### src/rtl/mem_bus_arbiter_pkg.sv
// arb_pkg: shared state, owner and counter-width encodings for mem_bus_arbiter
package arb_pkg;
  typedef enum logic [1:0] {ST_IDLE, ST_ISSUE, ST_WAIT, ST_RESP} state_t;
  localparam logic OWN_CPU = 1'b0;
  localparam logic OWN_LDR = 1'b1;
  localparam int LAT_W = 3;
endpackage

### src/rtl/mem_bus_arbiter_if.sv
// mem_bus_arbiter_if: requester handshakes and memory port bundled for the arbiter
interface mem_bus_arbiter_if #(parameter int ADDR_W = 8, parameter int DATA_W = 8);
  logic              cpu_req;
  logic              cpu_we;
  logic [ADDR_W-1:0] cpu_addr;
  logic [DATA_W-1:0] cpu_wdata;
  logic              cpu_done;
  logic              ldr_req;
  logic              ldr_we;
  logic [ADDR_W-1:0] ldr_addr;
  logic [DATA_W-1:0] ldr_wdata;
  logic              ldr_done;
  logic              halt;
  logic              mem_en;
  logic              mem_we;
  logic [ADDR_W-1:0] mem_addr;
  logic [DATA_W-1:0] mem_wdata;
  logic [DATA_W-1:0] mem_rdata;
  logic [DATA_W-1:0] rdata;
  logic              busy;
  modport slave (
    input  cpu_req, cpu_we, cpu_addr, cpu_wdata, ldr_req, ldr_we, ldr_addr, ldr_wdata, halt, mem_rdata,
    output cpu_done, ldr_done, mem_en, mem_we, mem_addr, mem_wdata, rdata, busy
  );
  modport master (
    output cpu_req, cpu_we, cpu_addr, cpu_wdata, ldr_req, ldr_we, ldr_addr, ldr_wdata, halt, mem_rdata,
    input  cpu_done, ldr_done, mem_en, mem_we, mem_addr, mem_wdata, rdata, busy
  );
endinterface

### src/rtl/mem_bus_arbiter_lat_counter.sv
// lat_counter: loadable down-counter timing the memory read latency
module lat_counter
  import arb_pkg::*;
(
  input  logic             clock,
  input  logic             clear,
  input  logic             load,
  input  logic             dec,
  input  logic [LAT_W-1:0] value,
  output logic             zero
);
  logic [LAT_W-1:0] count;
  // load on issue, count down while waiting, never wrap below zero
  always_ff @(posedge clock or posedge clear)
    if (clear) count <= '0;
    else if (load) count <= value;
    else if (dec && count != '0) count <= count - LAT_W'(1);
  // high when this decrement takes the count to zero
  assign zero = dec && count <= LAT_W'(1);
endmodule

### src/rtl/mem_bus_arbiter.sv
// mem_bus_arbiter: round-robin CPU/loader access to one memory port; ARB_LDR_BURST_EN adds ldr_lock
module mem_bus_arbiter
  import arb_pkg::*;
#(
  parameter int ADDR_W  = 8,
  parameter int DATA_W  = 8,
  parameter int MEM_LAT = 2
) (
  input logic clock,
  input logic clear,
`ifdef ARB_LDR_BURST_EN
  input logic ldr_lock,
`endif
  mem_bus_arbiter_if.slave bus
);
  state_t            state, state_nx;
  logic              owner_q, we_q, last_owner, lock_q, cpu_done_q, ldr_done_q;
  logic [ADDR_W-1:0] addr_q;
  logic [DATA_W-1:0] wdata_q, rdata_q;
  logic              eff_cpu, win, win_ldr, lat_zero;
  assign eff_cpu = bus.cpu_req & ~bus.halt;
  assign win     = eff_cpu | bus.ldr_req;
  assign win_ldr = bus.ldr_req & (~eff_cpu | last_owner == OWN_CPU | lock_q);
  lat_counter u_lat (
    .clock(clock),
    .clear(clear),
    .load (state == ST_ISSUE),
    .dec  (state == ST_WAIT),
    .value(LAT_W'(MEM_LAT - 1)),
    .zero (lat_zero)
  );
  // state register
  always_ff @(posedge clock or posedge clear)
    if (clear) state <= ST_IDLE;
    else state <= state_nx;
  // next state: a single-cycle latency skips WAIT entirely
  always_comb begin
    state_nx = ST_IDLE;
    case (state)
      ST_IDLE:  state_nx = win ? ST_ISSUE : ST_IDLE;
      ST_ISSUE: state_nx = MEM_LAT == 1 ? ST_RESP : ST_WAIT;
      ST_WAIT:  state_nx = lat_zero ? ST_RESP : ST_WAIT;
      default:  state_nx = ST_IDLE;
    endcase
  end
  // latch the winner's request, capture read data and register the done pulse
  always_ff @(posedge clock or posedge clear)
    if (clear) begin
      owner_q    <= OWN_CPU;
      we_q       <= 1'b0;
      addr_q     <= '0;
      wdata_q    <= '0;
      rdata_q    <= '0;
      last_owner <= OWN_LDR;
      cpu_done_q <= 1'b0;
      ldr_done_q <= 1'b0;
    end else begin
      cpu_done_q <= state == ST_RESP && owner_q == OWN_CPU;
      ldr_done_q <= state == ST_RESP && owner_q == OWN_LDR;
      if (state == ST_IDLE && win) begin
        owner_q <= win_ldr ? OWN_LDR : OWN_CPU;
        we_q    <= win_ldr ? bus.ldr_we : bus.cpu_we;
        addr_q  <= win_ldr ? bus.ldr_addr : bus.cpu_addr;
        wdata_q <= win_ldr ? bus.ldr_wdata : bus.cpu_wdata;
      end
      if (state == ST_RESP) begin
        last_owner <= owner_q;
        if (!we_q) rdata_q <= bus.mem_rdata;
      end
    end
`ifdef ARB_LDR_BURST_EN
  // remember whether the loader asked to keep the bus at the end of its access
  always_ff @(posedge clock or posedge clear)
    if (clear) lock_q <= 1'b0;
    else if (state == ST_RESP) lock_q <= owner_q == OWN_LDR && ldr_lock;
`else
  assign lock_q = 1'b0;
`endif
  assign bus.mem_en    = state == ST_ISSUE;
  assign bus.mem_we    = state == ST_ISSUE && we_q;
  assign bus.mem_addr  = addr_q;
  assign bus.mem_wdata = wdata_q;
  assign bus.rdata     = rdata_q;
  assign bus.busy      = state != ST_IDLE;
  assign bus.cpu_done  = cpu_done_q;
  assign bus.ldr_done  = ldr_done_q;
endmodule

### src/flat_wrapper.sv
// flat-port wrapper written by rule: the top's interface ports become plain ports
module mem_bus_arbiter_flat import arb_pkg::*;
#(
  parameter int ADDR_W  = 8,
  parameter int DATA_W  = 8,
  parameter int MEM_LAT = 2
)
  (clock, clear, bus_cpu_req, bus_cpu_we, bus_cpu_addr, bus_cpu_wdata, bus_ldr_req, bus_ldr_we, bus_ldr_addr, bus_ldr_wdata, bus_halt, bus_mem_rdata, bus_cpu_done, bus_ldr_done, bus_mem_en, bus_mem_we, bus_mem_addr, bus_mem_wdata, bus_rdata, bus_busy);
  mem_bus_arbiter_if #(.ADDR_W(ADDR_W), .DATA_W(DATA_W)) bus_i ();
  input logic clock;
  input logic clear;
  input wire logic [$bits(bus_i.cpu_req)-1:0] bus_cpu_req;
  input wire logic [$bits(bus_i.cpu_we)-1:0] bus_cpu_we;
  input wire logic [$bits(bus_i.cpu_addr)-1:0] bus_cpu_addr;
  input wire logic [$bits(bus_i.cpu_wdata)-1:0] bus_cpu_wdata;
  input wire logic [$bits(bus_i.ldr_req)-1:0] bus_ldr_req;
  input wire logic [$bits(bus_i.ldr_we)-1:0] bus_ldr_we;
  input wire logic [$bits(bus_i.ldr_addr)-1:0] bus_ldr_addr;
  input wire logic [$bits(bus_i.ldr_wdata)-1:0] bus_ldr_wdata;
  input wire logic [$bits(bus_i.halt)-1:0] bus_halt;
  input wire logic [$bits(bus_i.mem_rdata)-1:0] bus_mem_rdata;
  output wire logic [$bits(bus_i.cpu_done)-1:0] bus_cpu_done;
  output wire logic [$bits(bus_i.ldr_done)-1:0] bus_ldr_done;
  output wire logic [$bits(bus_i.mem_en)-1:0] bus_mem_en;
  output wire logic [$bits(bus_i.mem_we)-1:0] bus_mem_we;
  output wire logic [$bits(bus_i.mem_addr)-1:0] bus_mem_addr;
  output wire logic [$bits(bus_i.mem_wdata)-1:0] bus_mem_wdata;
  output wire logic [$bits(bus_i.rdata)-1:0] bus_rdata;
  output wire logic [$bits(bus_i.busy)-1:0] bus_busy;
  assign bus_i.cpu_req = bus_cpu_req;
  assign bus_i.cpu_we = bus_cpu_we;
  assign bus_i.cpu_addr = bus_cpu_addr;
  assign bus_i.cpu_wdata = bus_cpu_wdata;
  assign bus_i.ldr_req = bus_ldr_req;
  assign bus_i.ldr_we = bus_ldr_we;
  assign bus_i.ldr_addr = bus_ldr_addr;
  assign bus_i.ldr_wdata = bus_ldr_wdata;
  assign bus_i.halt = bus_halt;
  assign bus_i.mem_rdata = bus_mem_rdata;
  assign bus_cpu_done = bus_i.cpu_done;
  assign bus_ldr_done = bus_i.ldr_done;
  assign bus_mem_en = bus_i.mem_en;
  assign bus_mem_we = bus_i.mem_we;
  assign bus_mem_addr = bus_i.mem_addr;
  assign bus_mem_wdata = bus_i.mem_wdata;
  assign bus_rdata = bus_i.rdata;
  assign bus_busy = bus_i.busy;
  mem_bus_arbiter #(.ADDR_W(ADDR_W), .DATA_W(DATA_W), .MEM_LAT(MEM_LAT)) u_core (.clock(clock), .clear(clear), .bus(bus_i));
endmodule
### config.mk
export PLATFORM = sky130hd
export DESIGN_NAME = mem_bus_arbiter_flat
export DESIGN_NICKNAME = d
export VERILOG_FILES = /design/src/rtl/mem_bus_arbiter_pkg.sv /design/src/rtl/mem_bus_arbiter_if.sv /design/src/rtl/mem_bus_arbiter_lat_counter.sv /design/src/rtl/mem_bus_arbiter.sv /design/src/flat_wrapper.sv
export SDC_FILE = /design/constraint.sdc
export NUM_CORES = 1
export LEC_CHECK = 0
export ABC_AREA = 1
export CAP_MARGIN = 20
export CORE_UTILIZATION = 42
export CTS_BUF_LIST = sky130_fd_sc_hd__clkbuf_4 sky130_fd_sc_hd__clkbuf_8 sky130_fd_sc_hd__clkbuf_16
export CTS_CLUSTER_SIZE = 25
export DETAILED_ROUTE_END_ITERATION = 6
export DONT_BUFFER_PORTS = 1
export GPL_TIMING_DRIVEN = 0
export PLACE_DENSITY = 0.54
export RECOVER_POWER = 25
export SLEW_MARGIN = 30
export SYNTH_ARGS = -nofsm -noshare
export SYNTH_HDL_FRONTEND = slang
export SYNTH_HIERARCHICAL = 1
export SYNTH_SLANG_ARGS = --single-unit
### constraint.sdc
create_clock -name clock -period 3 [get_ports clock]
set_input_delay 0.15 -clock clock [delete_from_list [all_inputs] [get_ports clock]]
set_output_delay 0.15 -clock clock [all_outputs]
set_load 0.05 [all_outputs]
==> impl_results.md, run 1 <==
- Initial antenna violation count: 0
- Clock Sinks: 34
- Post-CTS resize count: 0
- Synth area leaders: dfrtp_1, nand2_1, inv_1
- Routability congestion estimate: between 0.7 and 0.8
- Hold Path Class: input pin to flop
- Status: completed
- Crit end category: output port
- Dpl hpwl: approximately 2600 um
- Filler cells: 430
- Area growth, synth to finish: 15.6%
- Leading area contributor after synthesis: dfrtp_1
- Initial drt markers: 66
- Antenna Nets Post-Route: 0
- Die Wd: 68.9 um
- Final hold vios: 0
- Die height: about 70 um
- Final wirelength: ~3700 um
- Vias in the first global route: roughly 1,300
- Count leader, synth: nand2_1
- Fmax: ~490 MHz
- Pwr Total: about 2.6 mW
- Fin crit share: 0.678
- Yosys warns: 6
- Crit-path cells: inv_1 > ha_1 > nand2_1 > inv_1
- Drt pass-1 iters: 4
- Largest net degree at the start of global routing: 32
- Unrepaired setup endpoints after global routing: no
- Synth cell types: 20
- Crit-path slowest cell: ha_1
- Synthesized cell area: 1880 sq um
- Gr ovfl total: 0
- CTS root buf: clkbuf_8
- Cell Count, Final, Fillers Out: approximately 320
- Final Slew Violations: 0
- Finish-stage setup viols: 0
- CTS tree: done
- I/O pin total: 76
- Total track usage: 0.170
- Hold WS: ~0.07 ns
- Critical Path Max Stage Delay: roughly 0.64 ns
- H-tree levels: 2
- Worst setup path category: flop to output port
- Worst EP arrival: roughly 1.9 ns
- Worst setup margin: approximately 0.96 ns
- Register area share after synthesis: 0.453
- Worst VDD drop: about 0.00055 V
- Layout cells sized above 1: 0.121
- # port buffers: 0
- Compound-Gate Fraction of Synth Area: 0.0619
- Routed length per instance: approximately 12 um
- P_leak: about 1.3 nW
- Die ar.: between 4000 and 5000 sq um
- Post-synthesis xor/xnor area fraction: 0
- Routed via count: 1,436
- Multiplexer share of the synthesized area: 0
- Crit start category: flop
- FFs w/ async S/R, synth: 1.00
- Top_reg_cell synth: dfrtp_1
- Post-synth EDFFs: 0
- Synth Instances: about 250
- Top-area cell type share of the netlist area: 0.439
- Post-route cell area: around 2200 sq um
- DP Area: slightly below 2000 sq um
- Largest family of logic cells by synthesized area: simple AND/OR/NAND/NOR gates
- Post-Place Cells: around 300
- Sum Neg Setup Slack: 0 ns
- Layout Nets: about 320
- Post-layout min period: roughly 2.0 ns
- Via density: 4.56
- Power Density: approximately 1200 nW/um^2
- Core Region: about 4100 sq um
- Post-CTS Setup Bufs: 0
- Worst-path clk slew: roughly 0.07 ns
- Max cap viols: 0
- Simple-gate share of the synthesized area: 0.275
- Antenna cells: 0
- Post-synth top cells: nand2_1, inv_1, nand3_1
- Initial Util: 0.454
- CTS buffer count: 5
- Slew headroom: 0.226
- Mean Syn Cell Area: 7.61 sq um
- Post-Synth Adder-Cell Area: 0.0532
- Most frequent CP cell: inv_1
- Post-layout util: 0.525
- Residual DRC: 0
- Clock skew: between 0.005 and 0.006 ns
- Slew @ Worst Pin: approximately 1.2 ns
- Register bit total from synthesis: 34
- Req. time, crit path: ~2.9 ns
- First-pass GRT wire length: between 5000 and 6000 um
- Max clock buf depth: 2
- Worst skew pair latency: between 0.2 and 0.3 ns
- Setup slack at placement: ~1.3 ns
- Row cnt: 23
- Worst Path Max Fanout: 9
what timing repair did:
| action | 4_1_cts | 5_1_grt |
|---|---|---|
| hold endpoints to repair | 41 | 0 |
| hold buffers | 9 | 0 |
| endpoints found under the setup margin | 0 | 0 |
critical path, delay by kind of cell (launching register included):
| family | cells | cell delay (ns) |
|---|---|---|
| adders and majority gates | 1 | 0.64 |
| buffers and inverters | 2 | 0.44 |
| DFF | 1 | 0.41 |
| and+or+nand+nor | 1 | 0.11 |
flip-flops by register name (all words and copies together), names as in the netlist:
signal	count
u_core/bus.rdata	8
u_core/last_owner	1
u_core/bus.mem_wdata	8
u_core/bus.mem_addr	8
u_core/bus.cpu_done	1
u_core/owner_q	1
u_core/state	2
u_core/u_lat/count	3
u_core/we_q	1
u_core/bus.ldr_done	1
path summary, 6_finish.rpt:
check / from / to / slack, ns / depth (start not counted)
max: u_core/state[1] / bus_mem_we / 0.96 / 4
min: bus_cpu_addr[5] / u_core/bus.mem_addr[5] / 0.07 / 4
max reg2reg: u_core/state[0] / u_core/bus.mem_wdata[1] / 1.31 / 7
min reg2reg: u_core/owner_q / u_core/bus.cpu_done / 0.46 / 1
max in group asynchronous: clear / u_core/bus.mem_wdata[0] / 1.67 / 2
min in group asynchronous: clear / u_core/u_lat/count[0] / 0.19 / 2
placed cells by master, fill, tap and decap left out:
cell type / n
a21oi_1: 2
a21oi_4: 1
buf_2: 4
buf_6: 4
bufinv_16: 2
clkbuf_2: 1
clkbuf_8: 5
clkinv_4: 1
conb_1: 3
dfrtp_1: 33
dfstp_2: 1
dlygate4sd3_1: 9
ha_1: 8
inv_1: 55
inv_2: 1
inv_4: 1
nand2_1: 79
nand2_2: 2
nand3_1: 37
nand3_2: 1
nor2_1: 2
o21ai_0: 4
o21ai_2: 8
or2_1: 1
metal layers:
metal / vias up / GRT usage / routed length (um)
met1: 617 / 0.204 / 1710
met3: 7 / 0.0543 / 254
met5: - / 0 / 0
met4: 0 / 0.0765 / 56
met2: 48 / 0.274 / 1660
li1: 764 / - / -
cell type report:
type | instances | area, sq um | area share
plain buffers | 9 | 70.1 | 0.0322
multi-input cells | 148 | 746 | 0.343
clock inverters | 3 | 68.8 | 0.0316
clock buffers | 5 | 68.8 | 0.0316
flip-flops and latches | 34 | 852 | 0.392
well taps | 50 | 62.6 | 0.0288
repair buffers | 9 | 90.1 | 0.0414
inverters | 57 | 216 | 0.0995
where the power goes:
part           switching, mW  leakage [nW]  internal [mW]
registers              0.740         0.418          0.672
clock network          0.170        0.0683          0.333
logic                  0.431         0.783          0.260
total                   1.34          1.27           1.27
logic make-up (layout without fill, tap and decap cells):
group	count (synthesis)	in the layout
DFF	34	34
other	2	3
adders and majority gates	8	8
buffers and inverters	66	83
AOI/OAI and AO/OA	15	15
and+or+nand+nor	122	122
Note: power is estimated with default switching activity, not from simulation.
==> inputs of run 2 (changes only) <==
- clock period: 3 -> 1.9 ns (I/O delays scaled with it)
==> impl_results.md, run 2 (synthesis gave the netlist of run 1 again) <==
- Worst-path clk slew: 0.07 ns (about the same)
- Register area: 852 sq um (unchanged)
- Crit start category: flop (unchanged)
- Post-layout util: 0.525 (about the same)
- # port buffers: 0 (unchanged)
- Fmax: between 500 and 600 MHz
- Max clock buf depth: 2 (unchanged)
- Worst setup path category: flop to output port (unchanged)
- Initial antenna violation count: 0 (unchanged)
- CTS buffer count: 5 (unchanged)
- Die height: 68.9 um (unchanged)
- H-tree levels: 2 (unchanged)
- CTS tree: done (unchanged)
- Routability congestion estimate: 0.722 (unchanged)
- Filler cells: 431 (was 430)
- Initial drt markers: 62 (was 66)
- Routed length per instance: 11.7 um (about the same)
- Most frequent cells in the layout: nand2_1, inv_1, nand3_1 (unchanged)
- Gr ovfl total: 0 (unchanged)
- Worst VDD drop: 0.000872 V (was 0.000552 V)
- Core Region: 4140 sq um (unchanged)
- Largest net degree at the start of global routing: 32 (unchanged)
- Antenna cells: 0 (unchanged)
- Slew @ Worst Pin: 1.16 ns (about the same)
- Area growth, synth to finish: 15.8% (was 15.6%)
- Total track usage: 0.170 (unchanged)
- Post-layout min period: roughly 1.8 ns
- Power Density: 1890 nW/um^2 (was 1200 nW/um^2)
- Routed via count: 1,438 (was 1,436)
- Vias in the first global route: 1,341 (unchanged)
- Multi-input combinational cell area: 748 sq um (was 746 sq um)
- Drt pass-1 iters: 4 (unchanged)
- Hold Path Class: input pin to flop (unchanged)
- First-pass GRT wire length: 5760 um (unchanged)
- Residual DRC: 0 (unchanged)
- CTS root buf: clkbuf_8 (unchanged)
- Worst Path Max Fanout: 9 (unchanged)
- Sum Neg Setup Slack: 0 ns (unchanged)
- Antenna Nets Post-Route: 0 (unchanged)
- Worst EP arrival: 1.66 ns (was 1.89 ns)
- Die ar.: 4750 sq um (unchanged)
- Status: completed (unchanged)
- Layout Nets: 319 (unchanged)
- Via density: 4.57 (was 4.56)
- Clock skew: 0.00503 ns (about the same)
- Max cap viols: 0 (unchanged)
- Commonest non-fill, non-tap cell in the layout: nand2_1 (unchanged)
- Req. time, crit path: 1.80 ns (was 2.85 ns)
- Dpl hpwl: 2600 um (unchanged)
- Unrepaired setup endpoints after global routing: no (unchanged)
- Finish-stage setup viols: 0 (unchanged)
- Row cnt: 23 (unchanged)
- Final Slew Violations: 0 (unchanged)
- Worst skew pair latency: 0.28 ns (about the same)
- Die Wd: 68.9 um (unchanged)
- Final hold vios: 0 (unchanged)
- Final wirelength: 3690 um (was 3680 um)
- I/O pin total: 76 (unchanged)
- Slew headroom: 0.226 (about the same)
- Fin crit share: 0.924
- Post-CTS Setup Bufs: 0 (unchanged)
- Initial Util: 0.454 (unchanged)
- Layout cells sized above 1: 0.125 (was 0.121)
- Clock Sinks: 34 (unchanged)
- P_leak: 1.27 nW (about the same)
- Crit end category: output port (unchanged)
## run 2: cell counts in the layout (fill, tap and decap cells not counted)
Identical to the previous run, type by type.
## run 2: timing repair
action / 4_1_cts / 5_1_grt
hold endpoints to repair: 41 / 0
hold buffers: 9 / 0
resized for setup: 1 / 0
setup endpoints to repair: 1 / 0
## run 2: metal layers
metal	global-route usage	vias up	part of all wire
li1	-	764	-
met1	0.204	619	0.46
met2	0.274	48	0.45
met3	0.0543	7	0.069
met4	0.0765	0	0.015
met5	0	-	0
## run 2: worst paths after layout
check                                 from                      end  slack (ns)  depth (start not counted)
min in group asynchronous            clear    u_core/u_lat/count[0]        0.13                          2
max                        u_core/state[1]               bus_mem_we        0.14                          4
min reg2reg                 u_core/owner_q      u_core/bus.cpu_done        0.46                          1
min                        bus_cpu_addr[5]   u_core/bus.mem_addr[5]        0.01                          4
max reg2reg                u_core/state[0]  u_core/bus.mem_wdata[1]        0.20                          7
max in group asynchronous            clear  u_core/bus.mem_wdata[0]        0.62                          2
## run 2: area by class of cell
cell class,count,share of cell area
Clock inverter,3,0.0316
Inverter,57,0.0994
Sequential cell,34,0.391
Timing Repair Buffer,9,0.0414
Multi-Input combinational cell,148,0.344
Clock buffer,5,0.0316
Tap cell,50,0.0287
Buffer,9,0.0322
## run 2: report_power, final
part,leakage (nW),switching (mW),internal (mW)
Sequential,0.418,1.17,1.06
Combinational,0.781,0.682,0.413
Clock,0.0683,0.268,0.525
## run 2: critical path, stage by stage (launching register included)
cell     delay (ns)
dfrtp_1        0.41
inv_1          0.09
ha_2           0.44
nand2_1        0.10
inv_1          0.33
## run 2: through the flow
| stage | setup WS (ns) | instances | instance area, sq um | power (mW) | hold WS (ns) |
|---|---|---|---|---|---|
| after global routing | 0.0342 | 315 | 2180 | 4.44 | 0.0319 |
| final | 0.145 | 315 | 2180 | 4.12 | 0.0135 |
| after CTS | 0.122 | 315 | 2180 | 4.18 | 0.000382 |
| after floorplan | 0.321 | 248 | 1880 | 3.11 | -0.151 |
| after global placement | 0.226 | 298 | 1950 | 3.34 | -0.141 |
| after detailed placement | 0.212 | 298 | 1950 | 3.35 | -0.140 |
==> inputs of run 3 (changes only) <==
- CELL_PAD_IN_SITES_DETAIL_PLACEMENT: default -> 1
- CELL_PAD_IN_SITES_GLOBAL_PLACEMENT: default -> 1
- PLACE_DENSITY: 0.54 -> 0.74
==> impl_results.md, run 3 (synthesis gave the netlist of run 1 again) <==
- Routed length per instance: 13.8 um (was 11.7 um)
- Cell Count, Final, Fillers Out: 315 (unchanged)
- First-pass GRT wire length: 6760 um (was 5760 um)
- Total track usage: 0.199 (was 0.170)
- Slew @ Worst Pin: 1.17 ns (was 1.16 ns)
- Unrepaired setup endpoints after global routing: no (unchanged)
- P_leak: 1.27 nW (unchanged)
- Power Density: 1920 nW/um^2 (was 1890 nW/um^2)
- CTS root buf: clkbuf_8 (unchanged)
- CTS tree: done (unchanged)
- Sum Neg Setup Slack: 0 ns (unchanged)
- H-tree levels: 2 (unchanged)
- Req. time, crit path: 1.80 ns (about the same)
- Post-route cell area: 2180 sq um (unchanged)
- Max cap viols: 0 (unchanged)
- Vias in the first global route: 1,554 (was 1,341)
- Status: completed (unchanged)
- Antenna Nets Post-Route: 0 (unchanged)
- Core Region: 4140 sq um (unchanged)
- Final Slew Violations: 0 (unchanged)
- Worst Path Max Fanout: 9 (unchanged)
- Drt pass-1 iters: 4 (unchanged)
- Via density: 4.81 (was 4.57)
- CTS buffer count: 5 (unchanged)
- Dpl hpwl: 3030 um (was 2600 um)
- Commonest non-fill, non-tap cell in the layout: nand2_1 (unchanged)
- Clock skew: 0.00536 ns (was 0.00503 ns)
- Worst setup path category: flop to output port (unchanged)
- Clock Sinks: 34 (unchanged)
- Routed via count: 1,515 (was 1,438)
- Die Wd: 68.9 um (unchanged)
- Slew headroom: 0.217 (was 0.226)
- Max clock buf depth: 2 (unchanged)
- Worst EP arrival: 1.66 ns (about the same)
- Layout Nets: 319 (unchanged)
- Pwr Total: 4.19 mW (was 4.12 mW)
- I/O pin total: 76 (unchanged)
- Worst VDD drop: 0.000694 V (was 0.000872 V)
- Gr ovfl total: 0 (unchanged)
- Finish-stage setup viols: 0 (unchanged)
- Final hold vios: 0 (unchanged)
- Worst setup margin: 0.141 ns (was 0.145 ns)
- Die ar.: 4750 sq um (unchanged)
- Crit start category: flop (unchanged)
- Antenna cells: 0 (unchanged)
- Post-Place Cells: 298 (unchanged)
- Crit end category: output port (unchanged)
- Area growth, synth to finish: 15.8% (unchanged)
- # port buffers: 0 (unchanged)
- Routability congestion estimate: 0.692 (was 0.722)
- Hold Path Class: input pin to flop (unchanged)
- Initial antenna violation count: 0 (unchanged)
- Most frequent cells in the layout: nand2_1, inv_1, nand3_1 (unchanged)
- Fin crit share: 0.926 (was 0.924)
- DP Area: 1950 sq um (unchanged)
- Post-layout min period: 1.76 ns (about the same)
- Worst skew pair latency: 0.29 ns (was 0.28 ns)
- Setup slack at placement: 0.198 ns (was 0.212 ns)
- Post-CTS Setup Bufs: 0 (unchanged)
- Worst-path clk slew: 0.07 ns (about the same)
- Initial drt markers: 18 (was 62)
- Initial Util: 0.454 (unchanged)
- Die height: 68.9 um (unchanged)
- Row cnt: 23 (unchanged)
- Final wirelength: 4340 um (was 3690 um)
- Largest net degree at the start of global routing: 32 (unchanged)
- Fmax: 568 MHz (was 570 MHz)
- Layout cells sized above 1: 0.125 (unchanged)
- Residual DRC: 0 (unchanged)
==> run 3: final timing paths <==
path                       cells after the start       startpoint  slack, ns                     end
max in group asynchronous                      2            clear       0.62         u_core/state[0]
min in group asynchronous                      2            clear       0.14   u_core/u_lat/count[2]
hold reg to reg                                1   u_core/owner_q       0.46     u_core/bus.cpu_done
setup / recovery                               4  u_core/state[1]       0.14              bus_mem_we
hold / removal                                 4  bus_cpu_addr[7]       0.01  u_core/bus.mem_addr[7]
setup reg to reg                               7  u_core/state[0]       0.22  u_core/bus.mem_addr[0]
==> run 3: routing by layer <==
metal / track usage / part of all wire / vias up
met5: 0 / 0 / -
met4: 0.0612 / 0.012 / 0
met3: 0.0658 / 0.057 / 5
met2: 0.346 / 0.50 / 43
met1: 0.230 / 0.43 / 706
li1: - / - / 761
==> run 3: critical path: stages, from the launching register on <==
cell     delay, ns
dfrtp_1       0.41
inv_1         0.09
ha_2          0.44
nand2_1       0.10
inv_1         0.33
==> run 3: through the flow <==
| step | utilization | hold slack [ns] |
|---|---|---|
| global placement | 0.470 | -0.133 |
| finish | 0.525 | 0.0109 |
| detailed placement | 0.470 | -0.135 |
| CTS | 0.525 | 0.00714 |
| floorplan | - | -0.151 |
| global route | 0.525 | 0.0325 |
==> run 3: layout make-up <==
class / count / area [sq um]
Clock buffer: 5 / 68.8
Multi-Input combinational cell: 148 / 748
Tap cell: 50 / 62.6
Buffer: 9 / 70.1
Timing Repair Buffer: 9 / 90.1
Fill cell: 536 / 1970
Inverter: 57 / 216
Clock inverter: 3 / 68.8
Sequential cell: 34 / 852
==> run 3: what timing repair did <==
| item | in CTS | in global routing |
|---|---|---|
| hold buffers | 9 | 0 |
| endpoints found under the hold margin | 41 | 0 |
| setup endpoints to repair | 1 | 0 |
| resized for setup | 1 | 0 |
==> run 3: report_power, final <==
| part | total (mW) | switching (mW) | internal (mW) |
|---|---|---|---|
| sequential | 2.24 | 1.18 | 1.06 |
| combinational | 1.14 | 0.721 | 0.418 |
| clock | 0.806 | 0.281 | 0.526 |
